===== config.mk =====
export PLATFORM = sky130hd
export DESIGN_NAME = pc_sequencer
export DESIGN_NICKNAME = d
export VERILOG_FILES = /design/src/rtl/pc_seq_pkg.sv /design/src/rtl/pc_seq_sat_counter.sv /design/src/rtl/pc_sequencer.sv
export SDC_FILE = /design/constraint.sdc
export NUM_CORES = 1
export LEC_CHECK = 0
export BUFFER_PORTS_ARGS = -buffer_cell sky130_fd_sc_hd__buf_2
export CAP_MARGIN = 20
export CORE_MARGIN = 5
export CORE_UTILIZATION = 55
export CTS_CLUSTER_DIAMETER = 40
export DETAILED_ROUTE_END_ITERATION = 7
export GPL_ROUTABILITY_DRIVEN = 0
export GPL_TIMING_DRIVEN = 0
export PLACE_DENSITY = 0.88
export SYNTH_ARGS = -nofsm -noshare
export SYNTH_HDL_FRONTEND = slang
export SYNTH_SLANG_ARGS = --single-unit

===== constraint.sdc =====
create_clock -name clk -period 4.2 [get_ports clk]
set_input_delay 0.84 -clock clk [delete_from_list [all_inputs] [get_ports clk]]
set_output_delay 0.84 -clock clk [all_outputs]
set_load 0.005 [all_outputs]

===== src/rtl/pc_seq_pkg.sv =====
// Shared types and constants for the PC sequencer: FSM state encoding,
// instruction size and the alignment mask for redirect targets.
package pc_seq_pkg;

  typedef enum logic [1:0] {
    BOOT  = 2'd0,
    FETCH = 2'd1,
    FLUSH = 2'd2
  } pc_state_e;

  localparam int unsigned INSTR_BYTES = 4;

  // Low address bits that are forced to zero on every redirect target
  localparam logic [1:0] ALIGN_MASK = 2'b11;

endpackage


===== src/rtl/pc_seq_sat_counter.sv =====
// Saturating event counter with synchronous clear, used for branch statistics.
// Only compiled when BRANCH_STATS_EN is defined.
`ifdef BRANCH_STATS_EN
module pc_seq_sat_counter #(
  parameter int unsigned STAT_W = 16
) (
  input  logic              clk,
  input  logic              i_clear,
  input  logic              i_inc,
  output logic [STAT_W-1:0] o_cnt
);

  logic [STAT_W-1:0] r_cnt;

  // Hold at all-ones once reached
  always_ff @(posedge clk) begin
    if (i_clear) begin
      r_cnt <= '0;
    end else if (i_inc && (r_cnt != {STAT_W{1'b1}})) begin
      r_cnt <= r_cnt + STAT_W'(1);
    end
  end

  assign o_cnt = r_cnt;

endmodule
`endif


===== src/rtl/pc_sequencer.sv =====
// Program counter / fetch request owner: arbitrates redirect, stall and imem backpressure.
// Optional branch statistics counters are built when BRANCH_STATS_EN is defined.
module pc_sequencer
  import pc_seq_pkg::*;
#(
  parameter int unsigned     XLEN     = 32,
  parameter logic [XLEN-1:0] RESET_PC = '0
`ifdef BRANCH_STATS_EN
  ,
  parameter int unsigned     STAT_W   = 16
`endif
) (
  input  logic              clk,
  input  logic              reset,
  input  logic              stall_i,
  input  logic              br_resolve_i,
  input  logic              pc_sel_i,
  input  logic              jump_i,
  input  logic [XLEN-1:0]   target_i,
  input  logic              imem_ready_i,
  output logic [XLEN-1:0]   pc_o,
  output logic              pc_valid_o,
  output logic              redirect_o,
  output logic              flush_if_id_o,
  output logic              flush_id_ex_o
`ifdef BRANCH_STATS_EN
  ,
  output logic [STAT_W-1:0] branch_cnt_o,
  output logic [STAT_W-1:0] taken_cnt_o
`endif
);

  pc_state_e       r_state;
  logic [XLEN-1:0] r_pc;
  logic            r_pc_valid;

  logic            w_take;
  logic            w_redirect;
  logic [XLEN-1:0] w_tgt;
  logic [XLEN-1:0] w_pc_inc;

  assign w_take     = (br_resolve_i & pc_sel_i) | jump_i;
  assign w_tgt      = target_i & ~XLEN'(ALIGN_MASK);
  assign w_pc_inc   = r_pc + XLEN'(INSTR_BYTES);
  assign w_redirect = w_take & (r_state != BOOT);

  // Redirect beats stall; FLUSH is left only on the first accepted fetch of the target
  always_ff @(posedge clk) begin
    if (reset) begin
      r_state    <= BOOT;
      r_pc       <= RESET_PC;
      r_pc_valid <= 1'b0;
    end else begin
      case (r_state)
        BOOT: begin
          r_state    <= FETCH;
          r_pc_valid <= 1'b1;
        end
        FETCH: begin
          if (w_take) begin
            r_pc    <= w_tgt;
            r_state <= FLUSH;
          end else if (!stall_i && imem_ready_i) begin
            r_pc <= w_pc_inc;
          end
        end
        FLUSH: begin
          if (w_take) begin
            r_pc <= w_tgt;
          end else if (imem_ready_i && !stall_i) begin
            r_pc    <= w_pc_inc;
            r_state <= FETCH;
          end
        end
        default: begin
          r_state    <= BOOT;
          r_pc_valid <= 1'b0;
        end
      endcase
    end
  end

  assign pc_o          = r_pc;
  assign pc_valid_o    = r_pc_valid;
  assign redirect_o    = w_redirect;
  assign flush_id_ex_o = w_redirect;
  assign flush_if_id_o = w_redirect | (r_state == FLUSH);

`ifdef BRANCH_STATS_EN
  logic w_stats_en;

  assign w_stats_en = (r_state != BOOT);

  pc_seq_sat_counter #(
    .STAT_W (STAT_W)
  ) u_branch_cnt (
    .clk     (clk),
    .i_clear (reset),
    .i_inc   (w_stats_en & br_resolve_i),
    .o_cnt   (branch_cnt_o)
  );

  pc_seq_sat_counter #(
    .STAT_W (STAT_W)
  ) u_taken_cnt (
    .clk     (clk),
    .i_clear (reset),
    .i_inc   (w_stats_en & br_resolve_i & pc_sel_i),
    .o_cnt   (taken_cnt_o)
  );
`endif

endmodule


* Yosys cells after proc, flatten, opt, wreduce, memory -nomap -nowiden *
Cells that the tools add are included.

cells by class
  add/subtract/negate cells = 1
  eq/ne operators = 5
  mux-type cells = 7
  bitwise operators = 4
  reduce and logical (&&, ||, !) cells = 8

operators by type and width
  kind                   number
  $mux 32                2
  $add 32x3->32 const B  1
  $mux 2                 3
  $ne 2x2->1 const B     3
  $pmux 2 s3             1
  $reduce_bool 2->1      2
  $reduce_and 3->1       1
  $and 1x1->1            2
  $eq 2x1->1 const B     1
  $eq 2x2->1 const B     1
  $logic_not 2->1        1
  $or 1x1->1             2
  $pmux 1 s2             1
  $reduce_and 2->1       1
  $reduce_or 2->1        1
  $logic_and 1x1->1      1
  $logic_not 1->1        1

storage, ports and cells
  flip-flop bits (word level) = 35
  input port bits = 39
  output and inout bits = 36
  word-level logic and storage cells = 28

* Longest topological paths before layout *
Gate-level depths: netlist of the first run.

  word-level depth = 5
  depth in mapped cells = 8
  depth with buffers taken out = 7

* Worst setup path after synthesis of the first run *
No wires, ideal clock.

  path type = input-to-output
  start = input br_resolve_i
  end = output flush_if_id_o
  arrival time = 1.921 ns
  required time = 3.360 ns
  slack = 1.439 ns
  stages on the path = 4
  path buffers = 1
  cells stage by stage = a21oi_1 -> clkbuf_1 -> nor2_1 -> or2_2

on the way
  word-level cells in the longest chain between the ends = 4

RTL lines
  what               line                source
  from (decl)        pc_sequencer.sv:16  input logic br_resolve_i,
  $and 1x1->1        pc_sequencer.sv:42  assign w_take = (br_resolve_i & pc_sel_i) | jump_i;
  $or 1x1->1         pc_sequencer.sv:42
  $and 1x1->1        pc_sequencer.sv:45  assign w_redirect = w_take & (r_state != BOOT);
  net flush_id_ex_o  pc_sequencer.sv:25  output logic flush_id_ex_o
  $or 1x1->1         pc_sequencer.sv:87  assign flush_if_id_o = w_redirect | (r_state == FLUSH);
  to (decl)          pc_sequencer.sv:24  output logic flush_if_id_o,

The timed path passes the listed nets, and every way through them passes these cells.

* Worst setup path after layout of the first run *
  start = input br_resolve_i
  end = output flush_if_id_o

on the way
  word-level cells in the longest chain between the ends = 4

RTL lines
  what         line
  $and 1x1->1  pc_sequencer.sv:42
  $or 1x1->1   pc_sequencer.sv:42
  $and 1x1->1  pc_sequencer.sv:45
  $or 1x1->1   pc_sequencer.sv:87

No other way between the ends.

==> results of run 1 <==
## worst min-delay path by stage
| stage | end | slack [ns] | from |
|---|---|---|---|
| final | pc_valid_o | 0.51 | pc_valid_o |
| after global routing | pc_valid_o | 0.54 | pc_valid_o |
| after CTS | pc_valid_o | 0.51 | pc_valid_o |
| after detailed placement | pc_valid_o | 0.49 | pc_valid_o |
| after global placement | pc_valid_o | 0.47 | pc_valid_o |
| after floorplan | r_state[1] | 0.48 | r_state[1] |
## placed cells by master, fill, tap and decap left out, types with 4 or more instances in the layout
cell        n
buf_2      72
nand2_1    37
dfxtp_1    33
nor2_1     32
a21oi_1    21
clkbuf_1   16
nand3_1    16
o21ai_0    13
nand4_1    13
and3_1     11
a31oi_1     8
nor3_1      7
o31ai_1     6
a22oi_1     6
inv_1       5
nor4_1      5
clkbuf_8    5
a21o_1      4
a2bb2oi_1   4
or4_1       4
mux2i_1     4
ha_1        4
## cells by family (layout without fill, tap and decap cells)
logic type	count (synthesis)	after routing	synth area share
buf+inv	29	106	0.0558
simple gates	148	148	0.359
compound gates	85	85	0.252
fa+ha+maj	4	4	0.0221
flops	33	33	0.292
mux	4	4	0.0177
other cells	1	2	0.00166
## state kept, by name, summed over array words and instances, names as in the netlist
register / cells
pc_o: 30
pc_valid_o: 1
r_state: 2
## synth_stat cells, drive strengths merged, types with 4 or more instances
cell | count | area [sq um]
or4 | 4 | 30.0
o21ai | 13 | 65.1
a2bb2oi | 4 | 35.0
nand3 | 18 | 108
nor2 | 33 | 126
nor3 | 8 | 45.0
nand4 | 14 | 93.8
nand2 | 37 | 139
buf | 9 | 48.8
a22oi | 6 | 45.0
and3 | 11 | 68.8
clkbuf | 15 | 58.8
dfxtp | 33 | 661
o31ai | 6 | 45.0
inv | 5 | 18.8
nor4 | 7 | 73.8
ha | 4 | 50.1
mux2i | 4 | 40.0
a21oi | 21 | 105
a21o | 4 | 30.0
a31oi | 8 | 50.1
## routing by layer
| metal | up-vias | routed length (um) | share of wire |
|---|---|---|---|
| li1 | 1298 | - | - |
| met1 | 1292 | 2970 | 0.39 |
| met2 | 212 | 3580 | 0.47 |
| met3 | 22 | 953 | 0.12 |
| met4 | 0 | 180 | 0.023 |
| met5 | - | 0 | 0 |
## worst register-to-register path, cell delays in order (launching register included)
cell	delay, ns
dfxtp_1	0.36
inv_1	0.07
ha_1	0.35
o21a_1	0.14
clkbuf_1	0.40
clkbuf_1	0.49
o21ai_0	0.18
a2bb2oi_1	0.16
nor2_1	0.05
## metrics by stage
stage / std cells / utilization / cell area [sq um]
CTS: 432 / 0.689 / 2760
finish: 432 / 0.689 / 2760
global placement: 424 / 0.669 / 2680
global route: 432 / 0.689 / 2760
detailed placement: 424 / 0.669 / 2680
floorplan: 305 / - / 2270
## power groups by stage
stage / sequential (mW) / clock, mW / combinational (mW)
after floorplan: 0.441 / 0 / 0.235
after global placement: 0.448 / 0 / 0.372
after detailed placement: 0.452 / 0 / 0.380
after CTS: 0.446 / 0.239 / 0.382
after global routing: 0.458 / 0.253 / 0.428
final: 0.449 / 0.242 / 0.389
## area by class of cell
cell class,instances,area [sq um]
fill,353,1240
sequential,33,661
multi-input combinational,243,1480
clock buffer,8,80.1
tap,50,62.6
timing repair buffer,69,345
buffer,24,108
inverter,5,18.8
==> flow_summary.ini, run 1 <==
[yosys]
synth_edf_count = 0
yosys_warnings = 0
ys.flop_type = dfxtp_1
async_reset_ff_frac = 0
ys_types = 56
ys_ff_latch = 33
netlist_instances = 304
synth_area_per_cell_sq_um = 7.45
seq_area_frac_synth = 0.292
synth_area_sq_um = 2260

[sta]
timing.final.crit_share = 0.843
setup_viol = 0
slew_headroom = 0.457
grt_setup_unrepaired = no
setup_ws_ns = 0.660
fmax_ghz = 0.283
hold_viol = 0
skew_ns = 0.00724
drv_slew = 0
hold_ws_ns = 0.514
tns_ns = 0
timing.final.crit_period_ns = 3.54
worstMarginPinSlew_ns = 0.814

[clock_network]
clkLatencyLatePin_ns = 0.30
cts_tree = built
cts-buffers-inserted = 5
clock_path_buffers = 2
h-tree-depth = 2
clock_sinks = 33
root_buffer = clkbuf_8
post-cts-setup-buffers = 0
clk_pin_slew_ns = 0.07
hold_buffers = 0
postCtsResizedCells = 0

[grt]
grt_pass1_wl_mm = 12.1
grt_pass1_vias = 2552
busiest_layer = met2
grt_overflow = 0
use_met1 = 0.376
track_usage = 0.285
use_met3 = 0.0432
grt_max_degree = 11
antenna_found_initial = 0
grtUsageMet2 = 0.455

[worst_setup_path]
reg2reg_from = r_state[0]
end_kind = output port
reg2reg_to = pc_o[17]
critical_path_class = in2out
slowest_delay_ns = 0.65
path_depth = 6
path_delay_family = buffers and inverters
path_max_fanout = 10
critical_path_required_ns = 3.36
arrival_ns = 2.70
worst-path-buf-inv = 3
critPathSlowestCell = a21oi_1
cp_cell_sequence = buf_2, a21oi_1, clkbuf_1, nor2_1, or2_2, buf_2
critPathLaunchType = input pin
r2r_slack_ns = 1.87
crit_path_start = br_resolve_i
path_common_cell = buf_2
r2r_cells = 8
worstSetupEndpoint = flush_if_id_o

[hold_path]
hold_path.class = reg2reg
hold_path_depth = 2

[pwr]
power_density_nw_per_um2 = 392
switching_power_mw = 0.428
power.total_mw = 1.08
swShare = 0.397
power_frac_comb = 0.361
p_leak_nw = 1.17
seqPwrFrac = 0.415
pwr-share-clk = 0.224
ir_drop_mv = 0.224
intPower_mw = 0.652

[floorplan]
die-height_um = 74.2
coreArea_sq_um = 4000
rows = 23
initial_utilization = 0.566
die-area_sq_um = 5500
pin_count = 75
dieWidth_um = 74.2

[layout]
diodes = 0
area_growth_syn_to_layout_pct = 21.7
fin_nets = 424
drive_above_1_share = 0.241

[routing]
dr.pass1.iters = 5
drc = 0
via_per_inst = 6.54
wire_per_inst_um = 17.8
vias = 2824
drt-total-wl_mm = 7.68
first_iter_violations = 407
ant_nets = 0

[placed_design]
pre_cts_slack_ns = 0.740
hpwl_mm = 5.47
port_buffers = 69

[run_status]
status = finished clean

[run]
cap_violations = 0
Power figures use the tool's default switching activity.
==> run 2, diff against run 1 <==
- CORE_UTILIZATION: 55 -> 46
- PLACE_DENSITY: 0.88 -> 0.79
- clock period: 4.2 -> 3.1 ns (I/O delays scaled with it)
==> flow_summary.ini, run 2 (synthesized netlist as in run 1, its figures left out) <==
[run_status]
status = finished clean

[layout]
utilization = 0.585
largest_reg_flops = 30
final_cell_area_sq_um = 2780
area_growth_syn_to_layout_pct = 22.8
drive_above_1_share = 0.243
final_cell_mix = buf_2 (72), nand2_1 (37), dfxtp_1 (33)
layout_commonest_cell = buf_2
diodes = 0
fin_nets = 424
fillers = 476

[sta]
grt_setup_unrepaired = no
worstMarginPinSlew_ns = 0.585
skew_ns = 0.00244
hold_viol = 0
setup_viol = 0
timing.final.crit_period_ns = 2.76
fmax_ghz = 0.362
drv_slew = 0
tns_ns = 0
slew_headroom = 0.610
timing.final.crit_share = 0.890

[pwr]
p_leak_nw = 1.17
power_density_nw_per_um2 = 523
ir_drop_mv = 0.259

[clock_network]
root_buffer = clkbuf_8
postCtsResizedCells = 0
clock_path_buffers = 2
cts-buffers-inserted = 5
hold_buffers = 0
h-tree-depth = 2
post-cts-setup-buffers = 0
clock_sinks = 33
clkLatencyLatePin_ns = 0.29
clk_pin_slew_ns = 0.07
cts_tree = built

[grt]
grt_max_degree = 11
grt_pass1_wl_mm = 12.3
antenna_found_initial = 0
grt_overflow = 0
grt_pass1_vias = 2493
track_usage = 0.244

[hold_path]
min_to = r_state[1]
worstHoldStart = r_state[1]
hold_path.class = reg2reg
hold_path_depth = 2

[worst_setup_path]
critical_path_required_ns = 2.48
r2r_slack_ns = 0.81
critical_path_class = in2out
end_kind = output port
r2r_cells = 8
critPathSlowestCell = clkbuf_1
cp_cell_sequence = buf_2, a21oi_2, clkbuf_1, nor2_1, or2_2, buf_2
critPathLaunchType = input pin
path_max_fanout = 10
slowest_delay_ns = 0.49
reg2reg_from = r_state[0]
reg2reg_to = pc_o[17]
path_common_cell = buf_2
arrival_ns = 2.14

[routing]
ant_nets = 0
first_iter_violations = 289
dr.pass1.iters = 6
wire_per_inst_um = 17.3
vias = 2787
drc = 0
via_per_inst = 6.21
drt-total-wl_mm = 7.75

[floorplan]
initial_utilization = 0.476
dieWidth_um = 80.2
die-area_sq_um = 6430
pin_count = 75
rows = 25
coreArea_sq_um = 4750
die-height_um = 80.2

[placed_design]
hpwl_mm = 5.60
placedInstanceArea_sq_um = 2700
port_buffers = 69

[run]
cap_violations = 0
[run 2: final cells by class]
type / count / area [sq um] / share of cell area
multi-input combinational: 243 / 1490 / 0.534
tap: 67 / 83.8 / 0.0301
timing repair buffer: 69 / 345 / 0.124
clock buffer: 8 / 80.1 / 0.0288
sequential: 33 / 661 / 0.238
buffer: 24 / 108 / 0.0387
inverter: 5 / 18.8 / 0.00675
[run 2: critical path: cells and delay by family]
family,cells,cell delay [ns]
buf+inv,3,0.73
compound gates,1,0.38
simple gates,2,0.41
[run 2: power by group]
group	leakage (nW)	internal, mW	switching [mW]	total, mW
Combinational	0.857	0.223	0.302	0.525
Clock	0.0395	0.160	0.163	0.322
Sequential	0.270	0.500	0.106	0.606
Total	1.17	0.883	0.570	1.45
[run 2: routing by layer]
layer,global-route usage,routed length (um),up-vias
met5,0,0,-
met4,0.133,240,0
met3,0.0493,822,23
met2,0.373,3590,179
met1,0.320,3100,1291
li1,-,-,1294
[run 2: worst max path at each step]
stage,slack (ns),cells past startpoint,end,from
after floorplan,0.78,4,flush_if_id_o,br_resolve_i
after global placement,0.15,6,flush_if_id_o,br_resolve_i
after detailed placement,0.12,6,flush_if_id_o,br_resolve_i
after CTS,0.12,6,flush_if_id_o,br_resolve_i
after global routing,0.22,6,flush_if_id_o,pc_sel_i
final,0.34,6,flush_if_id_o,pc_sel_i
[run 2: through the flow]
step	hold slack, ns	std cells	setup WS [ns]	total power [mW]
6_report	0.514	449	0.340	1.45
5_1_grt	0.556	449	0.220	1.54
4_1_cts	0.519	449	0.117	1.44
3_5_place_dp	0.509	441	0.117	1.13
3_3_place_gp	0.494	441	0.146	1.11
2_1_floorplan	0.484	305	0.779	0.916
==> run 3, diff against run 2 <==
- CAP_MARGIN: 20 -> 10
- CORE_ASPECT_RATIO: not set -> 1.25
==> flow_summary.ini, run 3 (synthesized netlist as in run 1, its figures left out) <==
[clock_network]
root_buffer = clkbuf_8
h-tree-depth = 2
clkLatencyLatePin_ns = 0.29
cts_tree = built
clk_pin_slew_ns = 0.07
post-cts-setup-buffers = 0
clock_sinks = 33
cts-buffers-inserted = 5
hold_buffers = 0
clock_path_buffers = 2

[worst_setup_path]
path_delay_family = buffers and inverters
critical_path_required_ns = 2.48
critPathSlowestCell = clkbuf_1
r2r_slack_ns = 0.82
worst-path-buf-inv = 3
path_common_cell = buf_2
slowest_delay_ns = 0.49
end_kind = output port
critical_path_class = in2out
path_max_fanout = 10
arrival_ns = 2.15
cp_cell_sequence = buf_2, a21oi_2, clkbuf_1, nor2_1, or2_2, buf_2
critPathLaunchType = input pin

[run]
cap_violations = 0

[grt]
busiest_layer = met2
use_met1 = 0.292
grtUsageMet2 = 0.392
track_usage = 0.238
grt_max_degree = 11
grt_overflow = 0
grt_pass1_wl_mm = 12.1
use_met3 = 0.0489
grt_pass1_vias = 2547
antenna_found_initial = 0

[pwr]
p_leak_nw = 1.17
ir_drop_mv = 0.255
power_density_nw_per_um2 = 526

[placed_design]
hpwl_mm = 5.49
place_inst = 434
port_buffers = 69

[sta]
fmax_ghz = 0.362
timing.final.crit_share = 0.892
tns_ns = 0
timing.final.crit_period_ns = 2.77
drv_slew = 0
setup_viol = 0
grt_setup_unrepaired = no
slew_headroom = 0.614
worstMarginPinSlew_ns = 0.580
hold_viol = 0
skew_ns = 0.00541

[floorplan]
pin_count = 75
die-area_sq_um = 6430
coreArea_sq_um = 4760
dieWidth_um = 72.8
die-height_um = 88.4
rows = 28
initial_utilization = 0.475

[layout]
layout_commonest_cell = buf_2
area_growth_syn_to_layout_pct = 22.7
largest_reg_flops = 30
final_cell_count_no_fill = 441
fillers = 492
diodes = 0
drive_above_1_share = 0.247
fin_nets = 424
final_cell_mix = buf_2 (72), nand2_1 (37), dfxtp_1 (33)

[routing]
via_per_inst = 6.17
ant_nets = 0
vias = 2720
first_iter_violations = 287
dr.pass1.iters = 5
drc = 0
wire_per_inst_um = 17.0
drt-total-wl_mm = 7.52

[run_status]
status = finished clean

[hold_path]
hold_path.class = reg2reg
==> run 3: cell types whose count changed in the layout (fill, tap and decap cells not counted) <==
cell / before / now
clkbuf_8: 5 / 6
clkbuf_1: 16 / 14
==> run 3: per-layer routing <==
metal	part of all wire	vias to the layer above	wire (um)
met5	0	-	0
met4	0.034	0	255
met3	0.085	28	641
met2	0.47	144	3510
met1	0.41	1244	3110
li1	-	1304	-
==> run 3: repair_timing <==
action	CTS	global route
hold endpoints to repair	0	0
resized for setup	0	1
endpoints found under the setup margin	0	1
==> run 3: final timing paths <==
path,start,endpoint,cells past startpoint
max reg2reg,r_state[0],pc_o[17],8
max,pc_sel_i,flush_if_id_o,6
min reg2reg,pc_valid_o,pc_valid_o,2
min,pc_valid_o,pc_valid_o,2
==> run 3: final cells by class <==
type	instances	area, sq um	share of cell area
multi-input cells	243	1490	0.534
flip-flops and latches	33	661	0.238
repair buffers	69	345	0.124
plain buffers	24	108	0.0387
clock buffers	7	86.3	0.0311
well taps	60	75.1	0.0270
inverters	5	18.8	0.00675
==> run 3: worst register-to-register path: cells and delay by family (launching register included) <==
kind	cells	cell delay (ns)
buffers and inverters	3	0.94
adder cells (fa/ha/maj)	1	0.33
AO/OA/AOI/OAI	3	0.48
flip-flops	1	0.36
AND/OR/NAND/NOR	1	0.05
==> run 3: power breakdown <==
part	total, mW	switching (mW)	internal [mW]	leakage, nW
clock	0.337	0.161	0.176	0.0443
combinational	0.520	0.298	0.223	0.857
sequential	0.603	0.103	0.500	0.270
==> run 3: per-stage QoR <==
step	worst slack, ns	util	power [mW]	hold WS [ns]	instance area (sq um)
floorplan	0.779	-	0.916	0.484	2270
global placement	0.118	0.564	1.11	0.479	2690
detailed placement	0.128	0.564	1.12	0.489	2690
CTS	0.125	0.582	1.46	0.504	2780
global route	0.215	0.583	1.56	0.546	2780
finish	0.335	0.583	1.46	0.503	2780
